==> src/rtl/tt_um_priority_decoder_if.sv <==
// ---------------------------------------------------------------------------
// tt_um_priority_decoder_if
// Pin bundle of the priority-decoder tile. The Tiny Tapeout pin names are kept
// so that the bus maps directly onto the tile pads.
//   ui_in   [7:0]  code to decode
//   uio_in  [7:0]  [0]=in_valid, [1]=out_ready, [7:2] unused
//   uo_out  [7:0]  current one-hot beat
//   uio_out [7:0]  [2]=out_valid, [3]=beat, [4]=none, [5]=error, [6]=in_ready
//   uio_oe  [7:0]  bidirectional pad output enables
// Modports: master drives codes and consumes beats; slave is the decoder.
// ---------------------------------------------------------------------------
interface tt_um_priority_decoder_if;
  logic [7:0] ui_in;
  logic [7:0] uio_in;
  logic [7:0] uo_out;
  logic [7:0] uio_out;
  logic [7:0] uio_oe;

  modport master (
    output ui_in,
    output uio_in,
    input  uo_out,
    input  uio_out,
    input  uio_oe
  );

  modport slave (
    input  ui_in,
    input  uio_in,
    output uo_out,
    output uio_out,
    output uio_oe
  );
endinterface

==> src/rtl/tt_um_priority_decoder.sv <==
// ---------------------------------------------------------------------------
// tt_um_priority_decoder
// Inverse of the 16-input priority encoder. An 8-bit code (0x00-0x0F = index,
// NONE_CODE = nothing set) is accepted through a valid/ready handshake and the
// 16-bit one-hot result is returned over uo_out as two beats, low byte first.
// Codes that are neither an index nor NONE_CODE raise the error flag.
// Ports:
//   clk    single clock, all state changes on posedge
//   rst_n  synchronous active-low reset
//   ena    unused
//   bus    tt_um_priority_decoder_if.slave (see the interface for the pinout)
// Parameters:
//   NONE_CODE   code meaning "no input set"
//   ERR_STICKY  1: error held until reset; 0: error only for the bad code
// ---------------------------------------------------------------------------
module tt_um_priority_decoder #(
  parameter logic [7:0] NONE_CODE  = 8'hF0,
  parameter bit         ERR_STICKY = 1'b1
) (
  input  logic                          clk,
  input  logic                          rst_n,
  input  logic                          ena,
  tt_um_priority_decoder_if.slave       bus
);

  typedef enum logic [1:0] {
    IDLE = 2'd0,
    LO   = 2'd1,
    HI   = 2'd2
  } state_t;

  state_t     state_q, state_d;
  logic [7:0] code_q, code_d;
  logic [7:0] uo_q, uo_d;
  logic       out_valid_q, out_valid_d;
  logic       beat_q, beat_d;
  logic       none_q, none_d;
  logic       err_q, err_d;

  logic        in_valid, out_ready;
  logic [15:0] in_onehot, cap_onehot;
  logic        in_is_none, in_is_bad;

  function automatic logic [15:0] onehot_of(input logic [7:0] code);
    return (code[7:4] == 4'h0) ? (16'h0001 << code[3:0]) : 16'h0000;
  endfunction

  assign in_valid  = bus.uio_in[0];
  assign out_ready = bus.uio_in[1];

  // The low beat is issued on the accept edge, so it is decoded straight from
  // the pins; the high beat comes later from the captured code.
  assign in_onehot  = onehot_of(bus.ui_in);
  assign cap_onehot = onehot_of(code_q);
  assign in_is_none = (bus.ui_in == NONE_CODE);
  assign in_is_bad  = (bus.ui_in[7:4] != 4'h0) && !in_is_none;

  // NOTE: every signal assigned here gets its hold value first, so no path
  // through the case leaves one unassigned and no latch is inferred.
  always_comb begin
    state_d     = state_q;
    code_d      = code_q;
    uo_d        = uo_q;
    out_valid_d = out_valid_q;
    beat_d      = beat_q;
    none_d      = none_q;
    err_d       = err_q;
    unique case (state_q)
      IDLE: begin
        if (in_valid) begin
          state_d     = LO;
          code_d      = bus.ui_in;
          uo_d        = in_onehot[7:0];
          out_valid_d = 1'b1;
          beat_d      = 1'b0;
          none_d      = in_is_none;
          err_d       = in_is_bad | (ERR_STICKY & err_q);
        end
      end
      LO: begin
        if (out_ready) begin
          state_d = HI;
          uo_d    = cap_onehot[15:8];
          beat_d  = 1'b1;
        end
      end
      HI: begin
        if (out_ready) begin
          state_d     = IDLE;
          uo_d        = 8'h00;
          out_valid_d = 1'b0;
          beat_d      = 1'b0;
          none_d      = 1'b0;
          if (!ERR_STICKY) err_d = 1'b0;
        end
      end
      default: state_d = IDLE;
    endcase
  end

  // NOTE: state registers use non-blocking assignments so every register
  // samples the pre-edge values regardless of statement order.
  always_ff @(posedge clk) begin
    if (!rst_n) begin
      state_q     <= IDLE;
      code_q      <= 8'h00;
      uo_q        <= 8'h00;
      out_valid_q <= 1'b0;
      beat_q      <= 1'b0;
      none_q      <= 1'b0;
      err_q       <= 1'b0;
    end else begin
      state_q     <= state_d;
      code_q      <= code_d;
      uo_q        <= uo_d;
      out_valid_q <= out_valid_d;
      beat_q      <= beat_d;
      none_q      <= none_d;
      err_q       <= err_d;
    end
  end

  assign bus.uo_out  = uo_q;
  assign bus.uio_out = {1'b0, (state_q == IDLE), err_q, none_q, beat_q,
                        out_valid_q, 2'b00};
  assign bus.uio_oe  = 8'b0111_1100;

  logic unused_pins;
  assign unused_pins = &{1'b0, ena, bus.uio_in[7:2]};

endmodule

==> src/flat_wrapper.sv <==
// flat-port wrapper written by rule: the top's interface ports become plain ports
module tt_um_priority_decoder_flat 
#(
  parameter logic [7:0] NONE_CODE  = 8'hF0,
  parameter bit         ERR_STICKY = 1'b1
)
  (clk, rst_n, ena, bus_ui_in, bus_uio_in, bus_uo_out, bus_uio_out, bus_uio_oe);
  tt_um_priority_decoder_if bus_i ();
  input  logic clk;
  input  logic rst_n;
  input  logic ena;
  input wire logic [$bits(bus_i.ui_in)-1:0] bus_ui_in;
  input wire logic [$bits(bus_i.uio_in)-1:0] bus_uio_in;
  output wire logic [$bits(bus_i.uo_out)-1:0] bus_uo_out;
  output wire logic [$bits(bus_i.uio_out)-1:0] bus_uio_out;
  output wire logic [$bits(bus_i.uio_oe)-1:0] bus_uio_oe;
  assign bus_i.ui_in = bus_ui_in;
  assign bus_i.uio_in = bus_uio_in;
  assign bus_uo_out = bus_i.uo_out;
  assign bus_uio_out = bus_i.uio_out;
  assign bus_uio_oe = bus_i.uio_oe;
  tt_um_priority_decoder #(.NONE_CODE(NONE_CODE), .ERR_STICKY(ERR_STICKY)) u_core (.clk(clk), .rst_n(rst_n), .ena(ena), .bus(bus_i));
endmodule
==> config.mk <==
export PLATFORM = sky130hd
export DESIGN_NAME = tt_um_priority_decoder_flat
export DESIGN_NICKNAME = d
export VERILOG_FILES = /design/src/rtl/tt_um_priority_decoder_if.sv /design/src/rtl/tt_um_priority_decoder.sv /design/src/flat_wrapper.sv
export SDC_FILE = /design/constraint.sdc
export NUM_CORES = 1
export LEC_CHECK = 0
export ABC_AREA = 1
export BUFFER_PORTS_ARGS = -buffer_cell sky130_fd_sc_hd__buf_4
export CORE_AREA = 2 2 65 67
export CTS_CLUSTER_DIAMETER = 60
export DETAILED_ROUTE_END_ITERATION = 8
export DIE_AREA = 0 0 67 69
export PLACE_DENSITY = 0.55
export RECOVER_POWER = 100
export SLEW_MARGIN = 20
export SYNTH_ARGS = -nofsm -noshare
export SYNTH_HDL_FRONTEND = slang
export SYNTH_SLANG_ARGS = --single-unit
==> constraint.sdc <==
create_clock -name clk -period 1.72 [get_ports clk]
set_input_delay 0.086 -clock clk [delete_from_list [all_inputs] [get_ports clk]]
set_output_delay 0.086 -clock clk [all_outputs]
set_load 0.02 [all_outputs]
# After elaboration in Yosys (flattened, before gate mapping)
# Index checks and enable logic that the tools add are counted.
[totals]
regBits = 22
in_bits = 19
output_inout_bits = 24
elab_cells = 46
[classes]
n_eq_ne = 6
shifts = 2
n_mux = 18
bitwise_logic = 1
reduce_logical = 12
[op_table]
columns = ["operator", "count"]
rows = [
  ["8-bit 2-to-1 mux", 4],
  ["8-bit case mux with 3 select lines", 1],
  ["16-bit 2-to-1 mux", 1],
  ["1-bit by 4-bit left shift with 16-bit output, first input constant", 1],
  ["8-bit == test, second input constant", 1],
  ["4-bit zero test", 2],
  ["1-bit by 4-bit left shift with 8-bit output, first input constant", 1],
  ["2-bit 2-to-1 mux", 3],
  ["2-bit inequality test, second input constant", 3],
  ["2-bit case mux with 3 select lines", 1],
  ["3-bit AND reduction", 2],
  ["1-bit 2-to-1 mux", 5],
  ["1-bit case mux with 2 select lines", 2],
  ["4-bit AND reduction", 1],
  ["4-bit nonzero test", 1],
  ["1-bit case mux with 3 select lines", 1],
  ["3-bit nonzero test", 1],
  ["2-bit by 1-bit == test with 1-bit output, second input constant", 1],
  ["2-bit == test, second input constant", 1],
  ["2-bit zero test", 1],
  ["2-bit AND reduction", 1],
  ["2-bit nonzero test", 1],
  ["1-bit logical AND", 1],
  ["1-bit zero test", 1],
  ["1-bit bitwise OR", 1],
]

# Depth between registers and ports, before layout
[logic_depth]
depth_word = 4
mapped_depth = 10
depth_no_buf = 9

# Least setup slack after synthesis
# Ideal clock, no wire load.
[synth_timing]
path_kind = "flip-flop to flip-flop"
startpoint = "register u_core.state_q[0]"
endpoint = "register u_core.uo_q[0], in the netlist u_core.bus.uo_out[0]"
setup_time_ps = 111
arrival_ps = 1335
required_time_ps = 1609
setup_slack_ps = 273
path_stages_with_launch = 9
path_buffers = 1
period_less_slack_ps = 1447
path_cell_list = "dfxtp_1 > inv_1 > ha_1 > nor2_2 > o21ai_2 > nand2_4 > buf_6 > nor2_1 > nor2_1"
[synth_via]
elab_chain_len = 3
elab_cells_between_ends = 9
cone_classes = "eq/ne (5); mux (1); reduce/logical (3)"
[synth_lines]
columns = ["item", "line", "text"]
rows = [
  ["from (decl)", "tt_um_priority_decoder.sv:32", "state_t state_q, state_d;"],
  ["from (signal assigned)", "tt_um_priority_decoder.sv:113", "state_q <= state_d;"],
  ["2-bit zero test *", "--", ""],
  ["named net bus_uio_out[6]", "flat_wrapper.sv:15", "output wire logic [$bits(bus_i.uio_out)-1:0] bus_uio_out;"],
  ["2-bit inequality test (no source line) / 3-bit nonzero test (equally long branches)", "--", ""],
  ["4-bit AND reduction (no source line)", "--", ""],
  ["to (signal assigned)", "tt_um_priority_decoder.sv:115", "uo_q <= uo_d;"],
  ["to (decl)", "tt_um_priority_decoder.sv:34", "logic [7:0] uo_q, uo_d;"],
]
# Mark *: on every way through the listed nets, which the timed path passes. The rest lies on a longest branch.
# A chain may end at the register's enable or synchronous reset.

# Worst setup path after layout
[layout_timing]
startpoint = "register u_core.state_q[1]"
endpoint = "register u_core.uo_q[0], in the netlist u_core.bus.uo_out[0]"
[layout_via]
elab_chain_len = 3
elab_cells_between_ends = 9
cone_classes = "eq/ne (5); mux (1); reduce/logical (3)"
[layout_lines]
columns = ["item", "line", "text"]
rows = [
  ["2-bit by 1-bit == test with 1-bit output (tied with other cells)", "tt_um_priority_decoder.sv:68", "unique case (state_q)"],
  ["2-bit inequality test (no source line) / 3-bit nonzero test (equally long branches)", "--", ""],
  ["4-bit AND reduction (no source line)", "--", ""],
]
# Several ways; a longest one is shown, not always the timed one.

==> results.json <==
{
  "dr.pass1.iters": 4,
  "grt_pass1_wl_mm": 4.49,
  "syn2layout_area_growth_pct": 10.4,
  "vias": 1152,
  "ys_warn_count": 0,
  "static-leakage-power_nw": 0.735,
  "h-tree-depth": 1,
  "worst_pin_slew_ns": 0.520,
  "rsz0062_at_grt": "no",
  "clock.fmax_mhz": 680,
  "placementRows": 23,
  "cp-end-kind": "register",
  "path_depth": 8,
  "worstHoldStart": "bus_uio_in[0]",
  "critPathKind": "register to register",
  "crit_slowest_cell": "dfxtp_1",
  "crit_end": "u_core.bus.uo_out[0]",
  "place_hpwl_mm": 1.92,
  "synth_area_um2": 1310,
  "yosys.cell_count.top_type": "nand2_1",
  "antenna_found_initial": 0,
  "root_buffer": "clkbuf_8",
  "max-vdd-ir-drop_uv": 313,
  "via_per_inst": 4.17,
  "finalClockSkew_ns": 0.00243,
  "gp_congestion": 0.753,
  "arrival_ns": 1.68,
  "crit_chain": "inv_1, ha_1, nand2_1, nor2_1, nand3_1, nand2_1, nor2_1, nor2_1",
  "slew_viol_final": 0,
  "netlist_top_cells_area": "dfxtp_1 34%, nand2_1 14%, nor2_1 11%",
  "die_w_um": 67,
  "final_nets": 249,
  "synth_top_area_share": 0.335,
  "p_per_area_nw_per_um2": 1350,
  "grt_overflow": 0,
  "io-pin-count": 43,
  "p_sw_mw": 0.831,
  "yosys-top-cells-count": "48 x nand2_1, 37 x nor2_1, 31 x inv_1",
  "crit_path_max_fanout": 4,
  "synth_xor_area_frac": 0,
  "syn_area_per_cell_um2": 6.35,
  "cts_hold_buf": 0,
  "yosys.area.top_type": "dfxtp_1",
  "ys_types": 20,
  "synth_cells": 207,
  "ys_seq_area_frac": 0.335,
  "postCtsSetupBuffers": 0,
  "synthAdderAreaFrac": 0.0286,
  "numCtsBuffers": 3,
  "seqPwrFrac": 0.364,
  "cp-start-kind": "register",
  "path_buf_inv": 1,
  "antenna_cells": 0,
  "drt_wl_total_mm": 2.57,
  "relSlewSlack": 0.652,
  "cts_tree": "done",
  "intPower_mw": 1.12,
  "ant_nets": 0,
  "synth-compound-area-share": 0.107,
  "synth_mux_area_frac": 0,
  "synth-edff-count": 0,
  "wl_per_cell_um": 9.32,
  "core_um2": 3910,
  "fin_crit_ns": 1.47,
  "drive_gt1_frac": 0.0929,
  "min_path_type": "input pin to register",
  "synth-seq-cells": 22,
  "grt_max_degree": 19,
  "hold_violations": 0,
  "r2r_setup_slack_ns": 0.25,
  "cts.repair.resized": 0,
  "grt_pass1_vias": 1087,
  "die_h_um": 69,
  "rr_endpoint": "u_core.bus.uo_out[0]",
  "postLayoutCoreUtil": 0.371,
  "crit_required_ns": 1.93,
  "r2r_cells": 8,
  "critPathLaunch": "u_core.state_q[1]",
  "async_flop_share": 0,
  "drv_cap": 0,
  "status": "finished clean",
  "clockPowerShare": 0.192,
  "clkLatencyLatePin_ns": 0.26,
  "synth_top_family_by_area": "simple AND/OR/NAND/NOR gates",
  "port_buffers": 24,
  "crit_top_cell": "nor2_1",
  "comb_power_share": 0.443,
  "synthFlopType": "dfxtp_1",
  "cts.sinks": 22,
  "fin_tns_setup_ns": 0,
  "worst_path_largest_cell_delay_ns": 0.37,
  "synthSimpleGateAreaFrac": 0.324,
  "grtUsageTotal": 0.123,
  "switching_share": 0.426,
  "drt_iter0_markers": 68,
  "drc": 0,
  "setup_violations": 0,
  "path_delay_family": "simple AND/OR/NAND/NOR gates",
  "dieArea_um2": 4620,
  "start_util": 0.336,
  "fin_crit_sh": 0.855,
  "clockBufferDepth": 2,
  "r2r_start": "u_core.state_q[1]",
  "clk_pin_slew_worst_paths_ns": 0.08
}
==> power groups by stage <==
stage	clock network (mW)	registers, mW	logic, mW
CTS	0.390	0.715	0.969
detailed placement	0	0.725	0.964
global route	0.408	0.727	0.998
finish	0.376	0.712	0.866
floorplan	0	0.806	0.665
global placement	0	0.723	0.960
==> flip-flops by register name, summed over array words and instances (netlist names) <==
name,count
u_core.code_q,8
u_core.none_q,1
u_core.out_valid_q,1
u_core.bus.uo_out,8
u_core.state_q,2
u_core.err_q,1
u_core.beat_q,1
==> cells in the final DEF (no fill, tap or decap) <==
| cell | instances |
|---|---|
| clkbuf_8 | 4 |
| nand2_4 | 1 |
| clkbuf_2 | 1 |
| inv_1 | 31 |
| nor2_1 | 37 |
| buf_4 | 11 |
| o21bai_1 | 1 |
| o21ai_0 | 9 |
| or2_2 | 1 |
| ha_1 | 3 |
| nand2_1 | 50 |
| clkbuf_1 | 13 |
| a21oi_1 | 14 |
| nand3_1 | 14 |
| nor2_2 | 1 |
| o21ai_2 | 2 |
| conb_1 | 11 |
| dfxtp_1 | 22 |
==> routing by layer <==
| layer | GRT usage | share of wire | vias to the layer above |
|---|---|---|---|
| met3 | 0.0196 | 0.052 | 2 |
| met4 | 0.0612 | 0.013 | 0 |
| met5 | 0 | 0 | - |
| li1 | - | - | 638 |
| met1 | 0.163 | 0.50 | 479 |
| met2 | 0.189 | 0.43 | 33 |
==> worst reg2reg max path: stages (launching register included) <==
cell,delay (ns)
dfxtp_1,0.37
inv_1,0.07
ha_1,0.31
nand2_1,0.08
nor2_1,0.26
nand3_1,0.12
nand2_1,0.09
nor2_1,0.04
nor2_1,0.08
==> cell type report <==
| cell class | instances | area, um^2 |
|---|---|---|
| Multi-Input combinational cell | 144 | 639 |
| Sequential cell | 22 | 440 |
| Tap cell | 50 | 62.6 |
| Inverter | 31 | 116 |
| Fill cell | 472 | 2460 |
| Timing Repair Buffer | 25 | 136 |
| Clock buffer | 4 | 55.1 |
==> kinds of logic after synthesis <==
family	after synthesis
AO/OA/AOI/OAI	26
adder cells (fa/ha/maj)	3
other	2
buffers and inverters	50
flip-flops	22
AND/OR/NAND/NOR	104
==> worst min-delay path by stage <==
stage | to | slack [ns] | cells after the start
finish | u_core.code_q[3] | 0.11 | 3
global route | u_core.code_q[3] | 0.11 | 3
CTS | u_core.code_q[3] | 0.10 | 3
detailed placement | u_core.code_q[3] | 0.38 | 3
global placement | u_core.code_q[3] | 0.36 | 3
floorplan | u_core.code_q[3] | 0.24 | 2
==> through the flow <==
stage          total power, mW  std cells  setup WS (ns)  hold WS [ns]  instance area, um^2
6_report                  1.95        276          0.250         0.107                 1450
5_1_grt                   2.13        276         0.0506         0.110                 1450
4_1_cts                   2.07        276          0.229         0.103                 1510
3_5_place_dp              1.69        272          0.280         0.378                 1450
3_3_place_gp              1.68        272          0.270         0.358                 1450
2_1_floorplan             1.47        216          0.273         0.245                 1350
Note: power is estimated with default switching activity, not from simulation.
